===== config.mk =====
export PLATFORM = sky130hd
export DESIGN_NAME = mc_control_unit_flat
export DESIGN_NICKNAME = d
export VERILOG_FILES = /design/src/rtl/mc_control_unit_pkg.sv /design/src/rtl/mc_control_unit_if.sv /design/src/rtl/mc_ctrl_decode.sv /design/src/rtl/mc_control_unit.sv /design/src/flat_wrapper.sv
export SDC_FILE = /design/constraint.sdc
export NUM_CORES = 1
export LEC_CHECK = 0
export ABC_AREA = 0
export CAP_MARGIN = 10
export CELL_PAD_IN_SITES_DETAIL_PLACEMENT = 1
export CELL_PAD_IN_SITES_GLOBAL_PLACEMENT = 2
export CORE_AREA = 2 2 91 93
export CTS_CLUSTER_DIAMETER = 50
export CTS_CLUSTER_SIZE = 12
export DETAILED_ROUTE_END_ITERATION = 8
export DIE_AREA = 0 0 93 95
export PLACE_DENSITY = 0.84
export SLEW_MARGIN = 20
export SYNTH_ARGS = -nofsm -noshare
export SYNTH_HDL_FRONTEND = slang
export SYNTH_SLANG_ARGS = --single-unit

===== constraint.sdc =====
create_clock -name clk -period 4.45 [get_ports clk]
set_input_delay 0.89 -clock clk [delete_from_list [all_inputs] [get_ports clk]]
set_output_delay 0.89 -clock clk [all_outputs]
set_load 0.05 [all_outputs]

===== src/rtl/mc_control_unit_pkg.sv =====
// Shared encodings for the multi-cycle MIPS control unit:
// FSM states, opcodes, ALU/PC select codes and the decoded control bundle.
package mc_control_unit_pkg;

    localparam int STATE_LEN = 3;

    localparam logic [STATE_LEN-1:0] STATE_IF  = 3'd0;
    localparam logic [STATE_LEN-1:0] STATE_ID  = 3'd1;
    localparam logic [STATE_LEN-1:0] STATE_EX  = 3'd2;
    localparam logic [STATE_LEN-1:0] STATE_MEM = 3'd3;
    localparam logic [STATE_LEN-1:0] STATE_WB  = 3'd4;

    localparam logic [5:0] OP_R_TYPE = 6'b000000;
    localparam logic [5:0] OP_J      = 6'b000010;
    localparam logic [5:0] OP_BEQ    = 6'b000100;
    localparam logic [5:0] OP_ADDI   = 6'b001000;
    localparam logic [5:0] OP_ORI    = 6'b001101;
    localparam logic [5:0] OP_LW     = 6'b100011;
    localparam logic [5:0] OP_SW     = 6'b101011;

    localparam logic [1:0] ALU_OP_ADD   = 2'b00;
    localparam logic [1:0] ALU_OP_SUB   = 2'b01;
    localparam logic [1:0] ALU_OP_FUNCT = 2'b10;
    localparam logic [1:0] ALU_OP_OR    = 2'b11;

    localparam logic [1:0] PC_SRC_ALU    = 2'b00;
    localparam logic [1:0] PC_SRC_ALUOUT = 2'b01;
    localparam logic [1:0] PC_SRC_JUMP   = 2'b10;

    localparam logic [1:0] SRC_B_REG   = 2'b00;
    localparam logic [1:0] SRC_B_FOUR  = 2'b01;
    localparam logic [1:0] SRC_B_IMM   = 2'b10;
    localparam logic [1:0] SRC_B_IMMSH = 2'b11;

    typedef struct packed {
        logic       pc_write;
        logic       pc_write_cond;
        logic       ir_write;
        logic       i_or_d;
        logic       mem_read;
        logic       mem_write;
        logic       reg_write;
        logic       reg_dst;
        logic       mem_to_reg;
        logic       alu_src_a;
        logic [1:0] alu_src_b;
        logic [1:0] alu_op;
        logic [1:0] pc_src;
        logic       ext_zero;
    } ctrl_t;

    function automatic logic op_legal(input logic [5:0] op);
        return (op == OP_R_TYPE) || (op == OP_J) || (op == OP_BEQ) ||
               (op == OP_ADDI) || (op == OP_ORI) || (op == OP_LW) ||
               (op == OP_SW);
    endfunction

endpackage


===== src/rtl/mc_control_unit_if.sv =====
// Bundle between the control unit, next-state logic, memory and datapath.
// slave = control unit side, master = environment side.
interface mc_control_unit_if
    import mc_control_unit_pkg::*;
#(
    parameter int CNT_W = 32
);
    logic [STATE_LEN-1:0] new_state;
    logic [5:0]           opcode_in;
    logic                 mem_ready;
    logic [STATE_LEN-1:0] state;
    logic [5:0]           opcode;
    logic                 pc_write;
    logic                 pc_write_cond;
    logic                 ir_write;
    logic                 i_or_d;
    logic                 mem_read;
    logic                 mem_write;
    logic                 reg_write;
    logic                 reg_dst;
    logic                 mem_to_reg;
    logic                 alu_src_a;
    logic [1:0]           alu_src_b;
    logic [1:0]           alu_op;
    logic [1:0]           pc_src;
    logic                 ext_zero;
    logic                 illegal;
    logic [CNT_W-1:0]     instr_count;

    modport slave (
        input  new_state, opcode_in, mem_ready,
        output state, opcode, pc_write, pc_write_cond, ir_write,
        output i_or_d, mem_read, mem_write, reg_write, reg_dst,
        output mem_to_reg, alu_src_a, alu_src_b, alu_op, pc_src,
        output ext_zero, illegal, instr_count
    );

    modport master (
        output new_state, opcode_in, mem_ready,
        input  state, opcode, pc_write, pc_write_cond, ir_write,
        input  i_or_d, mem_read, mem_write, reg_write, reg_dst,
        input  mem_to_reg, alu_src_a, alu_src_b, alu_op, pc_src,
        input  ext_zero, illegal, instr_count
    );
endinterface


===== src/rtl/mc_ctrl_decode.sv =====
// Combinational (state, opcode) -> datapath strobes/selects.
// Any state encoding outside IF..WB decodes as IF.
module mc_ctrl_decode
    import mc_control_unit_pkg::*;
(
    input  logic [STATE_LEN-1:0] state,
    input  logic [5:0]           opcode,
    input  logic                 mem_ready,
    output ctrl_t                ctrl
);
    logic is_if, is_id, is_ex, is_mem, is_wb;

    always_comb begin
        is_id  = (state == STATE_ID);
        is_ex  = (state == STATE_EX);
        is_mem = (state == STATE_MEM);
        is_wb  = (state == STATE_WB);
        is_if  = !(is_id || is_ex || is_mem || is_wb);
        ctrl   = '0;
        unique case (1'b1)
            is_if: begin
                ctrl.mem_read  = 1'b1;
                ctrl.alu_src_b = SRC_B_FOUR;
                ctrl.pc_write  = mem_ready;
                ctrl.ir_write  = mem_ready;
            end
            is_id: begin
                ctrl.alu_src_b = SRC_B_IMMSH;
                if (opcode == OP_J) begin
                    ctrl.pc_write = 1'b1;
                    ctrl.pc_src   = PC_SRC_JUMP;
                end
            end
            is_ex: begin
                case (opcode)
                    OP_R_TYPE: begin
                        ctrl.alu_src_a = 1'b1;
                        ctrl.alu_op    = ALU_OP_FUNCT;
                    end
                    OP_ADDI, OP_LW, OP_SW: begin
                        ctrl.alu_src_a = 1'b1;
                        ctrl.alu_src_b = SRC_B_IMM;
                    end
                    OP_ORI: begin
                        ctrl.alu_src_a = 1'b1;
                        ctrl.alu_src_b = SRC_B_IMM;
                        ctrl.alu_op    = ALU_OP_OR;
                        ctrl.ext_zero  = 1'b1;
                    end
                    OP_BEQ: begin
                        ctrl.alu_src_a     = 1'b1;
                        ctrl.alu_op        = ALU_OP_SUB;
                        ctrl.pc_write_cond = 1'b1;
                        ctrl.pc_src        = PC_SRC_ALUOUT;
                    end
                    default: ;
                endcase
            end
            is_mem: begin
                ctrl.i_or_d    = 1'b1;
                ctrl.mem_read  = (opcode == OP_LW);
                ctrl.mem_write = (opcode == OP_SW);
            end
            is_wb: begin
                case (opcode)
                    OP_R_TYPE: begin
                        ctrl.reg_write = 1'b1;
                        ctrl.reg_dst   = 1'b1;
                    end
                    OP_ADDI, OP_ORI: ctrl.reg_write = 1'b1;
                    OP_LW: begin
                        ctrl.reg_write  = 1'b1;
                        ctrl.mem_to_reg = 1'b1;
                    end
                    default: ;
                endcase
            end
            default: ;
        endcase
    end
endmodule


===== src/rtl/mc_control_unit.sv =====
// Multi-cycle MIPS control unit: state/opcode registers, memory stalls,
// illegal-opcode trap, retired-instruction counter and output decode.
module mc_control_unit
    import mc_control_unit_pkg::*;
#(
    parameter int CNT_W = 32
) (
    input  logic             clk,
    input  logic             rst,
    mc_control_unit_if.slave bus
);
    logic [STATE_LEN-1:0] state_q, state_d, next_st;
    logic [5:0]           opcode_q, opcode_d;
    logic                 illegal_q, illegal_d;
    logic [CNT_W-1:0]     instr_count_q, instr_count_d;
    logic                 is_ls, stall, trap, retire;
    ctrl_t                ctrl;

    mc_ctrl_decode u_decode (
        .state     (state_q),
        .opcode    (opcode_q),
        .mem_ready (bus.mem_ready),
        .ctrl      (ctrl)
    );

    always_comb begin
        is_ls = (opcode_q == OP_LW) || (opcode_q == OP_SW);
        stall = ((state_q == STATE_IF) && !bus.mem_ready) ||
                ((state_q == STATE_MEM) && is_ls && !bus.mem_ready);
        trap  = (state_q == STATE_ID) && !op_legal(opcode_q);
        next_st = bus.new_state;
        if (trap || (state_q > STATE_WB))
            next_st = STATE_IF;
        state_d  = stall ? state_q : next_st;
        opcode_d = ctrl.ir_write ? bus.opcode_in : opcode_q;
        illegal_d = illegal_q | trap;
        // trapped opcodes return to IF but are not retired
        retire = (state_q != STATE_IF) && (next_st == STATE_IF) &&
                 !stall && !trap;
        instr_count_d = instr_count_q + CNT_W'(retire);
    end

    always_ff @(posedge clk or negedge rst) begin
        if (!rst) begin
            state_q       <= STATE_IF;
            opcode_q      <= 6'b0;
            illegal_q     <= 1'b0;
            instr_count_q <= '0;
        end else begin
            state_q       <= state_d;
            opcode_q      <= opcode_d;
            illegal_q     <= illegal_d;
            instr_count_q <= instr_count_d;
        end
    end

    // strobes are gated by reset so an in-flight store drops immediately
    assign bus.pc_write      = ctrl.pc_write & rst;
    assign bus.pc_write_cond = ctrl.pc_write_cond & rst;
    assign bus.ir_write      = ctrl.ir_write & rst;
    assign bus.mem_read      = ctrl.mem_read & rst;
    assign bus.mem_write     = ctrl.mem_write & rst;
    assign bus.reg_write     = ctrl.reg_write & rst;
    assign bus.i_or_d        = ctrl.i_or_d;
    assign bus.reg_dst       = ctrl.reg_dst;
    assign bus.mem_to_reg    = ctrl.mem_to_reg;
    assign bus.alu_src_a     = ctrl.alu_src_a;
    assign bus.alu_src_b     = ctrl.alu_src_b;
    assign bus.alu_op        = ctrl.alu_op;
    assign bus.pc_src        = ctrl.pc_src;
    assign bus.ext_zero      = ctrl.ext_zero;
    assign bus.state         = state_q;
    assign bus.opcode        = opcode_q;
    assign bus.illegal       = illegal_q;
    assign bus.instr_count   = instr_count_q;
endmodule


===== src/flat_wrapper.sv =====
// flat-port wrapper written by rule: the top's interface ports become plain ports
module mc_control_unit_flat import mc_control_unit_pkg::*;
#(
    parameter int CNT_W = 32
)
  (clk, rst, bus_new_state, bus_opcode_in, bus_mem_ready, bus_state, bus_opcode, bus_pc_write, bus_pc_write_cond, bus_ir_write, bus_i_or_d, bus_mem_read, bus_mem_write, bus_reg_write, bus_reg_dst, bus_mem_to_reg, bus_alu_src_a, bus_alu_src_b, bus_alu_op, bus_pc_src, bus_ext_zero, bus_illegal, bus_instr_count);
  mc_control_unit_if #(.CNT_W(CNT_W)) bus_i ();
  input  logic clk;
  input  logic rst;
  input wire logic [$bits(bus_i.new_state)-1:0] bus_new_state;
  input wire logic [$bits(bus_i.opcode_in)-1:0] bus_opcode_in;
  input wire logic [$bits(bus_i.mem_ready)-1:0] bus_mem_ready;
  output wire logic [$bits(bus_i.state)-1:0] bus_state;
  output wire logic [$bits(bus_i.opcode)-1:0] bus_opcode;
  output wire logic [$bits(bus_i.pc_write)-1:0] bus_pc_write;
  output wire logic [$bits(bus_i.pc_write_cond)-1:0] bus_pc_write_cond;
  output wire logic [$bits(bus_i.ir_write)-1:0] bus_ir_write;
  output wire logic [$bits(bus_i.i_or_d)-1:0] bus_i_or_d;
  output wire logic [$bits(bus_i.mem_read)-1:0] bus_mem_read;
  output wire logic [$bits(bus_i.mem_write)-1:0] bus_mem_write;
  output wire logic [$bits(bus_i.reg_write)-1:0] bus_reg_write;
  output wire logic [$bits(bus_i.reg_dst)-1:0] bus_reg_dst;
  output wire logic [$bits(bus_i.mem_to_reg)-1:0] bus_mem_to_reg;
  output wire logic [$bits(bus_i.alu_src_a)-1:0] bus_alu_src_a;
  output wire logic [$bits(bus_i.alu_src_b)-1:0] bus_alu_src_b;
  output wire logic [$bits(bus_i.alu_op)-1:0] bus_alu_op;
  output wire logic [$bits(bus_i.pc_src)-1:0] bus_pc_src;
  output wire logic [$bits(bus_i.ext_zero)-1:0] bus_ext_zero;
  output wire logic [$bits(bus_i.illegal)-1:0] bus_illegal;
  output wire logic [$bits(bus_i.instr_count)-1:0] bus_instr_count;
  assign bus_i.new_state = bus_new_state;
  assign bus_i.opcode_in = bus_opcode_in;
  assign bus_i.mem_ready = bus_mem_ready;
  assign bus_state = bus_i.state;
  assign bus_opcode = bus_i.opcode;
  assign bus_pc_write = bus_i.pc_write;
  assign bus_pc_write_cond = bus_i.pc_write_cond;
  assign bus_ir_write = bus_i.ir_write;
  assign bus_i_or_d = bus_i.i_or_d;
  assign bus_mem_read = bus_i.mem_read;
  assign bus_mem_write = bus_i.mem_write;
  assign bus_reg_write = bus_i.reg_write;
  assign bus_reg_dst = bus_i.reg_dst;
  assign bus_mem_to_reg = bus_i.mem_to_reg;
  assign bus_alu_src_a = bus_i.alu_src_a;
  assign bus_alu_src_b = bus_i.alu_src_b;
  assign bus_alu_op = bus_i.alu_op;
  assign bus_pc_src = bus_i.pc_src;
  assign bus_ext_zero = bus_i.ext_zero;
  assign bus_illegal = bus_i.illegal;
  assign bus_instr_count = bus_i.instr_count;
  mc_control_unit #(.CNT_W(CNT_W)) u_core (.clk(clk), .rst(rst), .bus(bus_i));
endmodule

After elaboration in Yosys (flattened, before gate mapping)
Cells that the tools add are included.

word-level totals
  bits in registers = 42
  output and inout port bits = 59

cells by class
  add/sub/neg operators = 1
  order comparisons = 1
  eq/ne operators = 10
  multiplexer cells = 24
  bitwise gates (word level) = 7
  reductions and logical operators = 31

operator list
  kind                count
  $add 32x1->32       1
  $mux 1              14
  $eq 6x4->1 const B  2
  $eq 6x6->1 const B  2
  $logic_or 1x1->1    12
  $pmux 2 s3          2
  $reduce_or 4->1     2
  $logic_and 1x1->1   7
  $and 1x1->1         6
  $eq 3x2->1 const B  2
  $eq 6x2->1 const B  1
  $eq 6x3->1 const B  1
  $logic_not 3->1     2
  $logic_not 6->1     1
  $mux 2              3
  $mux 3              2
  $reduce_or 6->1     1
  $logic_not 1->1     5
  $pmux 1 s2          2
  $pmux 2 s2          1
  $eq 3x1->1 const B  1
  $eq 3x3->1 const B  1
  $gt 3x3->1 const B  1
  $reduce_bool 3->1   1
  $or 1x1->1          1

Longest topological paths before layout
  depth in word-level cells = 16
  gate-level depth with buffers = 14

Modules after synthesis
From an unflattened synthesis, not the netlist that was laid out.

unflattened totals
  cells, all modules = 219
  area, all modules = 2285.9 sq um

by module, submodules not included
  module           instances  cells each  area each (sq um)  seq. area each (sq um)
  mc_control_unit  1          172         1983.2             1051.0
  mc_ctrl_decode   1          47          302.8              0.0

Least setup slack after synthesis
OpenSTA, ideal clock, no wires.

  kind = register to output
  start = reg u_core.opcode_q[3], in the netlist u_core.bus.opcode[3]
  end = out bus_reg_write
  data arrival time = 2.738 ns
  required time = 3.560 ns
  slack = 0.822 ns
  cell stages (with the launch flop) = 6
  path buffers = 1
  cell sequence = dfrtp_1 -> clkbuf_1 -> nand3_1 -> o21ai_0 -> a21oi_1 -> nor4_1

on the way
  word-level cells in the longest chain between the ends = 5
  elaborated cells between the ends (all ways) = 8

RTL lines
  what                                      line                   source
  start: declaration                        mc_control_unit.sv:13  logic [5:0] opcode_q, opcode_d;
  start signal: assignment                  mc_control_unit.sv:51  opcode_q <= opcode_d;
  $eq 6x4->1, or another cell as far along  mc_ctrl_decode.sv:65   case (opcode)
  $reduce_or 4->1 (no line) (*)             -
  $mux 1 (*)                                mc_ctrl_decode.sv:65
  $mux 3 (*)                                mc_ctrl_decode.sv:20   unique case (1'b1)
  $and 1x1->1 (*)                           mc_control_unit.sv:63  assign bus.reg_write = ctrl.reg_write & rst;
  end: declaration                          flat_wrapper.sv:21     output wire logic [$bits(bus_i.reg_write)-1:0] bus_reg_write;

Every way passes the cells marked *; elsewhere a longest branch is shown, timed or not.

Final worst setup path
  start = in bus_mem_ready
  end = out bus_pc_write

on the way
  word-level cells in the longest chain between the ends = 2

RTL lines
  what                line                   source
  start: declaration  flat_wrapper.sv:12     input wire logic [$bits(bus_i.mem_ready)-1:0] bus_mem_ready;
  $pmux 1 s2          mc_ctrl_decode.sv:20
  $and 1x1->1         mc_control_unit.sv:58  assign bus.pc_write = ctrl.pc_write & rst;
  end: declaration    flat_wrapper.sv:15     output wire logic [$bits(bus_i.pc_write)-1:0] bus_pc_write;

No other way between the ends.

==> metrics.txt <==
outcome=completed; crit-path max FO=8; critical path start-end classification=input port to output pin; vias in the first global route=2044; Crit path arrival time=2.78 ns; H-tree levels=2; DRC viols=0; Clock Skews=0.0116 ns; largest net degree at the start of global routing=43; FF-to-FF End=u_core.bus.instr_count[30]; average cell area after synthesis=9.84 µm²; post-layout min period=3.67 ns; clk buf depth=2; Ports=71; Slew @ Worst Pin=0.573 ns; placer congestion estimate=0.801; Synth Warn #=0; post-synthesis simple-gate area fraction=25.9%; Worst R2R Setup Slack=1.12 ns; max_cap viols=0; fin cells=403; sequential share of the synthesized area=46.3%; final core utilization=39.6%; Chip Width=93 µm; # resized after CTS=0; cts hold-fix bufs=0; Cells on Worst Hold Path=1; wire per inst=15.2 µm; DP HPWL=4.56 mm; Netlist Area Pre-Place=2270 µm²; vias=1915; number of synthesized flops with an enable pin=0; Hold Path Class=flop to flop; Final setup viols=0; Core Rows=33; fraction of the mapped netlist area in adder cells=2.15%; clock-pin slew on the worst setup and hold paths=0.09 ns; Post-Syn Nets=246; total CTS buffers=5; Total GRT Usage=14.6%; Max Clock Freq=272 MHz; CTS tree=done; # fillers=918; Die H=95 µm; main flop type after synthesis=dfrtp_1; largest family of logic cells by synthesized area=simple AND/OR/NAND/NOR gates; RSZ-0062 raised after global routing=no; Seq cells post-synth=42; share of cells above drive strength 1=8.05%; Crit path required time=3.56 ns; Routed WL=6.11 mm; Worst Min Path Start=u_core.bus.instr_count[31]; Post-CTS Setup Bufs=0; Pwr Density=574 nW/µm²; Overflow after GRT=0; initial core utilization=28.7%; Antenna Violating Nets Remaining=0; final net count=312; 1st-pass router iterations=4; synthesized instance count=231; asr flop ratio synth=100%; reg2reg start=u_core.bus.opcode[3]; initial antenna violation count=1; PnR Total Power=0.00180 W; Clock Sinks=42; Synth Area in XOR/XNOR=12.3%; area growth from synthesis to layout=38.2%; Worst Hold End=u_core.bus.instr_count[31]; Skew-Pair Late Insertion Delay=0.30 ns; CP Capture Type=output pin; core footprint=7930 µm²; Setup TNS=0 ns; CTS root buf=clkbuf_8; startpoint types=input port; 1st-iter DRT viols=32; fin crit share=82.5%; DP Cell Count=395; Rel. slew slack=61.2%; Die ar.=8840 µm²; post-synthesis mux area share=2.97%; VDD IR-drop max=216 µV; leakage=1.31 nW; compound-cell area share of the yosys netlist=6.17%; Vias/cell=4.75; Antenna Cells=0; final slew viol count=0; area of the multi-input gates=1130 µm²; first-pass GRT wire length=10.2 mm; Final Hold Viols=0; FF-to-FF path depth=12; port bufs=70; Unique masters post-synth=41; register area=1050 µm²
-- synthesized netlist by cell type (3+ instances only) --
cell	count	area (µm²)
dfrtp_1	42	1050
nor2_1	27	101
nand2_1	24	90.1
xnor2_1	24	210
nand3_1	14	70.1
nand4_1	9	56.3
a21oi_1	8	40.0
xor2_1	8	70.1
and3_1	7	43.8
buf_4	6	45.0
mux2_2	6	67.6
inv_1	5	18.8
or3_1	5	31.3
and4_1	4	35.0
clkbuf_1	4	15.0
nor4_1	4	25.0
o21ai_0	4	20.0
a21o_1	3	22.5
and2_1	3	18.8
ha_1	3	37.5
-- critical path, stage by stage --
cell and delay, ns:
clkdlybuf4s50_1 0.58, nand2_1 0.27, a21oi_1 0.22, clkdlybuf4s50_1 0.81
-- layer usage --
metal,vias to the layer above,wire length [µm],GRT usage [%]
li1,923,-,-
met3,8,329,3.27
met4,0,55,3.43
met2,55,2940,24.0
met1,929,2790,19.6
met5,-,0,0
-- flip-flops by register name, indices dropped and copies added, names as in the netlist --
register	flops
u_core.bus.instr_count	32
u_core.bus.opcode	6
u_core.bus.state	3
u_core.bus.illegal	1
-- metrics by stage --
stage / instance area (µm²) / worst slack (ns) / hold slack (ns)
floorplan: 2270 / 0.822 / 0.594
global route: 3140 / 0.649 / 0.481
detailed placement: 3030 / 0.677 / 0.459
CTS: 3140 / 0.781 / 0.478
finish: 3140 / 0.778 / 0.468
global placement: 3030 / 0.761 / 0.459
-- worst max path at each step --
| stage | startpoint | end | slack (ns) | cells past startpoint |
|---|---|---|---|---|
| after CTS | bus_mem_ready | bus_pc_write | 0.78 | 4 |
| final | bus_mem_ready | bus_pc_write | 0.78 | 4 |
| after detailed placement | bus_new_state[0] | u_core.bus.instr_count[28] | 0.68 | 12 |
| after floorplan | u_core.bus.opcode[3] | bus_reg_write | 0.82 | 5 |
| after global placement | bus_new_state[0] | u_core.bus.instr_count[30] | 0.76 | 12 |
| after global routing | bus_new_state[0] | u_core.bus.instr_count[30] | 0.65 | 12 |
-- cells in the final DEF (no fill, tap or decap), types with 2 or more instances in the layout --
cell              n
clkbuf_8          5
dfrtp_1          42
and3_1            7
xor2_1            8
inv_1             5
a21oi_1           8
and4_1            4
and2_1            3
a21o_1            3
ha_1              3
o21ai_0           4
or3_1             5
clkdlybuf4s50_1  69
nand3_1          14
mux2_2            6
nor4_1            4
nor2_1           27
nand2_1          24
nand4_1           9
clkinv_2          2
xnor2_1          24
-- power by group --
group	switching [W]	total [W]	internal (W)	leakage (nW)
sequential	0.000154	0.000601	0.000447	0.557
combinational	0.000569	0.000900	0.000331	0.696
clock	0.000136	0.000301	0.000165	0.0579
-- cell families (layout without fill, tap and decap cells) --
group | count (synthesis) | count (layout)
simple gates | 109 | 109
flops | 42 | 42
xor+xnor | 32 | 32
compound gates | 21 | 21
buf+inv | 17 | 84
mux | 6 | 6
fa+ha+maj | 4 | 4
-- final cells by class --
type	count	area share, %
Clock buffer	5	2.19
Clock inverter	3	1.28
Inverter	5	0.598
Multi-Input combinational cell	172	35.9
Sequential cell	42	33.5
Tap cell	105	4.18
Timing Repair Buffer	71	22.4
Note: power is estimated with default switching activity, not from simulation.
==> edit 1: new RTL, config.mk and constraints unchanged <==
Reset style: synchronous (`rst`), changed in one clocked block.
--- a/src/rtl/mc_control_unit.sv
+++ b/src/rtl/mc_control_unit.sv
@@ -42,3 +42,3 @@
 
-    always_ff @(posedge clk or negedge rst) begin
+    always_ff @(posedge clk) begin
         if (!rst) begin
Behaviour: differs if rst is asserted again (counterexample within 4 cycles, from zero or initial values and one cycle with rst low); with rst held inactive, the same outputs for 10 cycles.
==> edit 1 against the original RTL <==
- design area up 0.88%
- area after synthesis up 4.0%
- largest cell class unchanged
- sequential cell count unchanged
- critical path depth unchanged
- setup slack worse by 120 ps
- highest routed layer unchanged
- routed wire length up 8.8%
Power is not compared: it rests on default switching activity, and its combinational part moved more than twofold at a synthesized area within 25%.
==> edit 1: results (changes against the original RTL) <==
worst-skew pair later-pin latency: 290 ps
HPWL after detailed placement: 4.94 mm (+8.2%)
slowest cell delay on critical path: 880 ps (+70 ps)
worst hold path startpoint: u_core.bus.illegal$_SDFF_PN0_
Least-Margin Pin Slew: 671 ps (+98.0 ps)
met1 usage: 19.5% (-0.066 points)
worst hold slack: 492 ps (+23.9 ps)
clock skew: 9.23 ps (-2.39 ps)
gpl congestion: 0.821 (+2.5%)
Critical Path Fanout Max: 12 (+4)
Compound-Gate Fraction of Synth Area: 17.0% (+11 points)
vias in the first global route: 2335 (+14%)
GRT Overall Usage: 15.3% (+0.73 points)
reg2reg path depth: 9 (-3)
1st-iter DRT viols: 49 (+53%)
Post-Synth Adder-Cell Area: 1.06% (-1.1 points)
nets@finish: 366 (+17%)
Top Metal Used: met4
top cells by area, synth: dfxtp_1 (36%), a21oi_1 (6.4%), nor2_1 (5.2%), or4_1 (4.8%), o31ai_1 (4.1%)
mux contribution to synthesized area: 2.54% (-0.43 points)
hold path cells: 1 (unchanged)
Synth top cells by count: dfxtp_1 (42), nor2_1 (33), a21oi_1 (30)
CP top delay family: buffers and inverters
root buf cell: clkbuf_8
antenna cells: 0 (unchanged)
DP Area: 3060 µm² (+0.87%)
Endpoint, Worst Hold: u_core.bus.illegal$_SDFF_PN0_
met2 usage: 26.8% (+2.8 points)
Cells after Synth: 301 (+30%)
data arrival time of the worst path: 2900 ps (+120 ps)
status: finished, final reports clean
Synth Area in XOR/XNOR: 4.08% (-8.3 points)
Clk pin slew, worst setup/hold paths: 80 ps
Placed Cells: 450 (+14%)
worst reg2reg path startpoint: u_core.bus.opcode[3]$_SDFFE_PN0P_
Max Buffers Root-to-Sink: 2 (unchanged)
Post-Syn Nets: 315 (+28%)
ys flop type: dfxtp_1
routed vias/inst: 5.20 (+9.5%)
met3 WL: 215 µm (-35%)
initial antenna violation count: 0 (-1)
R2R Path End: u_core.bus.instr_count[31]$_SDFF_PN0_
register area share after synthesis: 35.6% (-11 points)
largest net degree at the start of global routing: 23 (-47%)
drt first pass iters: 4 (unchanged)
DR WL met2: 3.21 mm (+9.2%)
pre-CTS setup slack: 635 ps (-41.9 ps)
Post-synth ARST share: 0% (-100 points)
wl on met1: 3.17 mm (+14%)
share of layout cells above drive strength 1: 5.38% (-2.7 points)
total wire length: 6.64 mm (+8.8%)
Via Count: 2383 (+24%)
Netlist cell types: 39 (-4.9%)
==> edit 1: how the worst max path moves through the flow <==
stage,startpoint,end,slack (ps),cells past startpoint
after detailed placement,bus_new_state[0],u_core.bus.instr_count[31]$_SDFF_PN0_,640,10
after global placement,rst,bus_mem_write,670,4
after floorplan,rst,bus_mem_write,870,3
final,rst,bus_mem_write,660,4
after global routing,u_core.bus.state[1]$_SDFFE_PN0N_,bus_mem_write,540,5
after CTS,rst,bus_mem_write,690,4
==> edit 1: final cells by class <==
class                      count  area, µm²
clock buffer                   6       72.6
tap                          105        131
inverter                       7       26.3
fill                         989       4760
timing repair buffer          72        703
clock inverter                 2       37.5
sequential                    42        841
multi-input combinational    224       1360
==> edit 1: cell families (layout without fill, tap and decap cells) <==
family          Yosys count  in the layout
xor+xnor                 11             11
buf+inv                  35             87
compound gates           67             67
fa+ha+maj                 2              2
mux                       6              6
simple gates            138            138
flops                    42             42
==> edit 2: new RTL, config.mk and constraints unchanged <==
Without the edit above. The package constant `STATE_LEN` goes from 3 to 6.
--- a/src/rtl/mc_control_unit_pkg.sv
+++ b/src/rtl/mc_control_unit_pkg.sv
@@ -4,3 +4,3 @@
 
-    localparam int STATE_LEN = 3;
+    localparam int STATE_LEN = 6;
 
Ports: changed (resized bus_new_state and bus_state); port bits go from 71 to 77. The function was not compared with the original's and may differ.
==> edit 2 against the original RTL <==
- via count up 11%
- sequential cell count grew 3
- core utilization increased by 2.3 points
- routed wire length grew 10%
- combinational power up 0.6%
- area after synthesis up 6.6%
- hold slack worse by 31 ps
- setup slack worse by 120 ps
- clock power fell by 16%
- design area is 5.9% higher
- total power rose by 0.67%
- first-iteration DRC count increased by 25%
- highest routed layer unchanged
==> edit 2: results (changes against the original RTL) <==
DR WL met2: 3.13 mm (+6.5%)
WL/cell: 16.0 µm (+5.4%)
Compound-Gate Fraction of Synth Area: 6.46% (+0.29 points)
switching share of power: 48.5% (+0.79 points)
non-clock buffer total of the final layout: 79 (+11%)
sequential cell power: 0.657 mW (+9.3%)
#MultiIn Comb: 177 (+2.9%)
mux contribution to synthesized area: 2.79% (-0.18 points)
Cells after Synth: 247 (+6.9%)
Pleak: 1.34 nW (+2.0%)
status: finished, final reports clean
vias in the first global route: 2250 (+10%)
data arrival time of the worst path: 2900 ps (+120 ps)
fraction of area in registers: 33.9% (+0.41 points)
CP top delay family: simple AND/OR/NAND/NOR gates
reg2reg path depth: 10 (-2)
filler cell count: 913 (-0.54%)
Inverters, non-clock: 8 (+3)
Power Dens Cells: 546 nW/µm² (-4.9%)
fraction of area in multi-input gates: 35.4% (-0.44 points)
Max VDD drop: 0.235 mV (+8.7%)
FF-to-FF setup slack: 1190 ps (+70 ps)
pre-CTS setup slack: 572 ps (-106 ps)
Post-Synth Adder-Cell Area: 1.45% (-0.70 points)
clock share of power: 13.9% (-2.8 points)
clock skew: 6.45 ps (-5.17 ps)
initial antenna violation count: 0 (-1)
register area share after synthesis: 46.5% (+0.23 points)
proportion of cell area spent on the clock network: 2.41% (-1.1 points)
==> edit 2: cell types whose count changed after synthesis, moves of 4 or more <==
cell / change
o211ai_1: +4
clkbuf_1: +5
nand2_1: -6
nor2_1: -16
nand3_1: +5
nor3b_1: +4
nor3_1: +14
==> edit 2: worst max path at each step <==
stage,startpoint,endpoint,slack [ps],depth (start not counted)
2_1_floorplan,u_core.bus.opcode[5]$_DFFE_PN0P_,bus_mem_write,750,4
3_3_place_gp,bus_new_state[0],u_core.bus.instr_count[28]$_DFF_PN0_,720,11
3_5_place_dp,bus_new_state[0],u_core.bus.instr_count[28]$_DFF_PN0_,570,11
4_1_cts,u_core.bus.state[5]$_DFFE_PN0N_,bus_alu_src_b[1],650,5
5_1_grt,u_core.bus.state[5]$_DFFE_PN0N_,bus_alu_src_b[1],450,5
6_report,u_core.bus.state[5]$_DFFE_PN0N_,bus_alu_src_b[1],660,5
